## src/rtl/reg_bank.sv

```systemverilog
// reg_bank: 32 x WIDTH MIPS general-purpose register file.
// It has two registered read ports, one write port and a serial dump port
// with a valid/ready handshake.
// Optional feature macro: REG_BANK_BYPASS_EN. When it is defined, a write
// issued in the same cycle is forwarded to a read port that addresses the
// same register.
module reg_bank #(
    parameter int SP_RESET = 227,
    parameter int WIDTH    = 32
) (
    input  logic             clk,
    input  logic             reset,
    input  logic             reg_write,
    input  logic [4:0]       regDest,
    input  logic [WIDTH-1:0] write_data,
    input  logic [4:0]       RS,
    input  logic [4:0]       RT,
    output logic [WIDTH-1:0] read_data_a,
    output logic [WIDTH-1:0] read_data_b,
    input  logic             dump_start,
    input  logic             dump_ready,
    output logic             dump_valid,
    output logic [4:0]       dump_index,
    output logic [WIDTH-1:0] dump_data,
    output logic             dump_busy,
    output logic             dump_done
);

    typedef enum logic [1:0] {IDLE, SEND, DONE} state_t;

    state_t           state, state_nxt;
    logic [4:0]       idx, idx_nxt;
    logic [WIDTH-1:0] regs [32];
    logic [WIDTH-1:0] rs_val, rt_val;
    logic             wr_en;
    logic             byp_a, byp_b;

    // Address 0 is hard-wired to zero, so writes to it are dropped here.
    assign wr_en = reg_write && (regDest != 5'd0);

`ifdef REG_BANK_BYPASS_EN
    assign byp_a = wr_en && (regDest == RS);
    assign byp_b = wr_en && (regDest == RT);
`else
    assign byp_a = 1'b0;
    assign byp_b = 1'b0;
`endif

    // Combinational read muxes. Register 0 is forced to zero independently of its storage.
    always_comb begin
        rs_val    = (RS  == 5'd0) ? '0 : regs[RS];
        rt_val    = (RT  == 5'd0) ? '0 : regs[RT];
        dump_data = (idx == 5'd0) ? '0 : regs[idx];
    end

    // Register storage: reset values (sp preset), then the write port.
    always_ff @(posedge clk) begin
        if (reset) begin
            for (int i = 0; i < 32; i++) begin
                regs[i] <= '0;
            end
            regs[29] <= WIDTH'(SP_RESET);
        end else if (wr_en) begin
            regs[regDest] <= write_data;
        end
    end

    // Registered read ports feeding the A/B operand latches.
    always_ff @(posedge clk) begin
        if (reset) begin
            read_data_a <= '0;
            read_data_b <= '0;
        end else begin
            read_data_a <= byp_a ? write_data : rs_val;
            read_data_b <= byp_b ? write_data : rt_val;
        end
    end

    // Dump FSM state and index register.
    always_ff @(posedge clk) begin
        if (reset) begin
            state <= IDLE;
            idx   <= 5'd0;
        end else begin
            state <= state_nxt;
            idx   <= idx_nxt;
        end
    end

    // Dump next-state and handshake outputs. Valid is held in SEND until a transfer occurs.
    always_comb begin
        state_nxt  = state;
        idx_nxt    = idx;
        dump_valid = 1'b0;
        dump_busy  = 1'b0;
        dump_done  = 1'b0;
        case (state)
            IDLE: begin
                if (dump_start) begin
                    state_nxt = SEND;
                    idx_nxt   = 5'd0;
                end
            end
            SEND: begin
                dump_valid = 1'b1;
                dump_busy  = 1'b1;
                if (dump_ready) begin
                    if (idx == 5'd31) begin
                        state_nxt = DONE;
                    end else begin
                        idx_nxt = idx + 5'd1;
                    end
                end
            end
            DONE: begin
                dump_done = 1'b1;
                dump_busy = 1'b1;
                state_nxt = IDLE;
            end
            default: state_nxt = IDLE;
        endcase
    end

    assign dump_index = idx;

endmodule

```

## config.mk

```make
export PLATFORM = sky130hd
export DESIGN_NAME = reg_bank
export DESIGN_NICKNAME = d
export VERILOG_FILES = /design/src/rtl/reg_bank.sv
export SDC_FILE = /design/constraint.sdc
export NUM_CORES = 2
export LEC_CHECK = 0
export CORE_MARGIN = 2
export CORE_UTILIZATION = 40
export CTS_BUF_LIST = sky130_fd_sc_hd__clkbuf_4
export DETAILED_ROUTE_END_ITERATION = 7
export DONT_BUFFER_PORTS = 1
export GPL_TIMING_DRIVEN = 0
export PLACE_DENSITY_LB_ADDON = 0.15
export REMOVE_ABC_BUFFERS = 1
export SLEW_MARGIN = 0
export SYNTH_ARGS = -nofsm -noshare
export SYNTH_HDL_FRONTEND = slang
export SYNTH_SLANG_ARGS = --single-unit
```

## constraint.sdc

```tcl
create_clock -name clk -period 3 [get_ports clk]
set_input_delay 0.75 -clock clk [delete_from_list [all_inputs] [get_ports clk]]
set_output_delay 0.75 -clock clk [all_outputs]
set_load 0.005 [all_outputs]
```

==> results.py <==
metrics = {
    "grt": {
        "grt_pass1_wl_mm": 372.5,
        "antenna_found_initial": 36,
        "gr-total-overflow": 0,
        "grt_max_degree": 333,
        "track_usage_pct": 33.33,
        "grt_pass1_vias": 45410,
    },
    "timing": {
        "setup_ws_ns": -1.318,
        "max_freq_ghz": 0.2316,
        "worstMarginPinSlew_ns": 1.923,
        "timing.final.crit_share_pct": 143.9,
        "relSlewSlack_pct": -28.17,
        "setup-violations-final": 48,
        "fin_crit_ns": 4.318,
        "fin_skew_ns": 0.08763,
        "drv_slew": 224,
        "hold_slack_ns": 0.03698,
        "hold_viol": 0,
        "grt_setup_unrepaired": "yes",
    },
    "logic_synthesis": {
        "synth_flop_cell": "edfxtp_1",
        "syn-cell-area_mm2": 0.06440,
        "yosys_warnings": 0,
        "synth_edf_count": 1024,
        "synthDistinctLibCells": 47,
        "synthArstFlopShare_pct": 0,
        "yosysSeqAreaShare_pct": 50.11,
        "syn_avg_cell_area_um2": 14.84,
        "synth_cells": 4341,
        "ys_seq_elements": 1100,
    },
    "critical_path": {
        "path_max_fanout": 7,
        "worstReg2RegStart": "regs[12][16]",
        "critPathCaptureType": "primary output",
        "worst-r2r-setup-slack_ns": 0.27,
        "start_kind": "flip-flop",
        "critPathArrivalTime_ns": 3.57,
        "reg2reg_depth": 6,
        "critical_path_class": "reg -> out",
        "required_ns": 2.25,
        "r2r-end": "read_data_a[16]",
    },
    "final_layout": {
        "layout-drive-gt1-share_pct": 33.15,
        "fin_util_pct": 46.83,
        "n_fill_cell": 13920,
        "finalInstanceArea_mm2": 0.07503,
        "final_cell_mix": "1024 x edfxtp_1, 987 x and2_1, 661 x mux4_2",
        "final_common_cell": "edfxtp_1",
        "final_nets": 4563,
        "area_growth_pct": 16.50,
    },
    "floorplanning": {
        "io-pin-count": 156,
        "core_mm2": 0.1602,
        "initial_core_util_pct": 40.20,
        "std_cell_rows": 147,
        "die_x_um": 405.3,
        "die_y_um": 405.3,
        "die_area_mm2": 0.1642,
    },
    "worst_hold_path": {
        "min_to": "read_data_a[22]",
        "hp-start": "RS[2]",
        "min_path_cells": 4,
        "worstHoldPathType": "in -> reg",
    },
    "drt": {
        "drcViolationCount": 0,
        "vias_per_cell": 6.593,
        "drt_wl_total_mm": 275.2,
        "wl_per_cell_um": 39.81,
        "drtAntennaViolNets": 0,
        "drt_iter0_drc": 6969,
        "drt_pre_antenna_iters": 6,
        "vias": 45580,
    },
    "clock_network": {
        "cts_root_buf": "clkbuf_4",
        "worstSkewPairLatency_ns": 1.35,
        "cts.htree.levels": 5,
        "clock_path_buffers": 4,
        "clock-sinks": 1100,
        "numCtsBuffers": 339,
        "cts_tree": "yes",
        "cts.clk_slew.worst_paths_ns": 0.06,
    },
    "run": {
        "maxCapViolations": 1,
    },
    "power": {
        "p_int_mw": 27.61,
        "netSwitchingPower_mw": 10.05,
        "p_per_area_mw_per_mm2": 501.9,
        "pwr-share-comb_pct": 12.2,
        "clockPowerShare_pct": 39.1,
        "ir_drop_v": 0.0004475,
        "sequentialPowerShare_pct": 48.7,
        "total_leakage_power_nw": 25.41,
        "swShare_pct": 26.69,
    },
    "outcome": {
        "violations": "max-capacitance violations, max-slew violations, negative setup slack",
        "status": "finished with violations",
    },
    "place": {
        "place_area_mm2": 0.06837,
        "port_buffers": 0,
        "dp_hpwl_mm": 155.0,
        "gp_congestion": 0.8285,
    },
}
==> per-layer routing <==
metal	wire (um)	vias up	part of all wire, %	global-route usage (%)
met5	125	-	0.045	0.5055
met4	15730	4	5.7	17.73
met3	33710	791	12	9.027
met2	121500	3549	44	49.49
met1	104100	23570	38	44.59
li1	-	17670	-	-
==> synthesized netlist by cell type (27+ instances only) <==
master / number / area share, %
and2_1: 991 / 9.6
mux4_2: 661 / 23
nor2b_1: 33 / 0.32
clkbuf_1: 321 / 1.9
a22oi_1: 77 / 0.90
nor3_1: 48 / 0.37
or2_2: 32 / 0.31
o221ai_1: 58 / 0.79
nor2_1: 46 / 0.27
a211oi_1: 35 / 0.41
a2111oi_0: 28 / 0.38
a22o_1: 48 / 0.65
o22a_1: 32 / 0.44
dfxtp_1: 76 / 2.4
nand2_1: 47 / 0.27
mux2i_1: 434 / 6.7
a21oi_1: 51 / 0.40
buf_2: 90 / 0.70
edfxtp_1: 1024 / 48
o22ai_1: 27 / 0.26
==> power by group through the flow <==
| stage | combinational, mW | sequential (mW) | clock, mW |
|---|---|---|---|
| floorplan | 2.50 | 18.4 | 0 |
| CTS | 4.46 | 18.3 | 15.0 |
| detailed placement | 3.91 | 18.6 | 0 |
| finish | 4.60 | 18.3 | 14.7 |
| global placement | 3.66 | 18.7 | 0 |
| global route | 4.67 | 18.4 | 15.7 |
==> how the worst max path moves through the flow <==
| stage | startpoint | endpoint | slack, ns | cells past startpoint |
|---|---|---|---|---|
| 2_1_floorplan | flip-flop | dump_data[13] | -10.34 | 4 |
| 3_3_place_gp | flip-flop | dump_data[2] | -27.31 | 4 |
| 3_5_place_dp | RT[2] | read_data_b[20] | -1.36 | 6 |
| 4_1_cts | flip-flop | dump_data[23] | -1.41 | 7 |
| 5_1_grt | flip-flop | dump_data[19] | -1.43 | 7 |
| 6_report | flip-flop | dump_data[30] | -1.32 | 7 |
==> sequential cells by signal, indices dropped and copies added, names as in the netlist, named ones only <==
signal and flops:
dump_index 5, read_data_a 32, read_data_b 32, regs 1024, state 2
==> timing repair <==
item / CTS / global route
cloned: 24 / 2
pin swaps: 9 / 9
hold buffers: 60 / 0
buffers inserted: 51 / 6
endpoints found under the hold margin: 1131 / 0
resized for setup: 112 / 12
setup endpoints to repair: 32 / 35
==> area by class of cell <==
| cell class | instances | area, um^2 | share of cell area (%) |
|---|---|---|---|
| clock inverter | 63 | 295.3 | 0.3936 |
| timing repair buffer | 271 | 4980 | 6.637 |
| inverter | 4 | 15.01 | 0.02001 |
| clock buffer | 503 | 3776 | 5.033 |
| multi-input combinational | 2789 | 30910 | 41.20 |
| sequential | 1100 | 32290 | 43.04 |
| antenna | 24 | 60.06 | 0.08005 |
| tap | 2160 | 2703 | 3.602 |
==> kinds of logic after synthesis <==
logic type	after synthesis	synth area share (%)
buf+inv	484	3.427
mux	1105	30.04
flops	1100	50.11
compound gates	396	4.614
other cells	1	0.005823
fa+ha+maj	6	0.1166
simple gates	1247	11.67
xor+xnor	2	0.02720
==> through the flow <==
stage | setup TNS, ns | power (mW) | worst slack, ns | std cells
finish | -39.67 | 37.66 | -1.318 | 6914
CTS | -42.95 | 37.72 | -1.407 | 6882
detailed placement | -917.32 | 22.53 | -1.360 | 6181
global placement | -8223.29 | 22.35 | -27.31 | 6052
global route | -43.26 | 38.82 | -1.427 | 6899
floorplan | -315.13 | 20.89 | -10.34 | 3892
==> worst max-delay path, cell delays in order (launching register included) <==
cell,delay [ns]
dfxtp_4,0.39
buf_16,0.16
buf_12,0.16
buf_16,0.17
mux4_2,0.53
mux4_2,0.52
o21ai_2,0.20
nor3_4,0.12
Power figures use the tool's default switching activity.
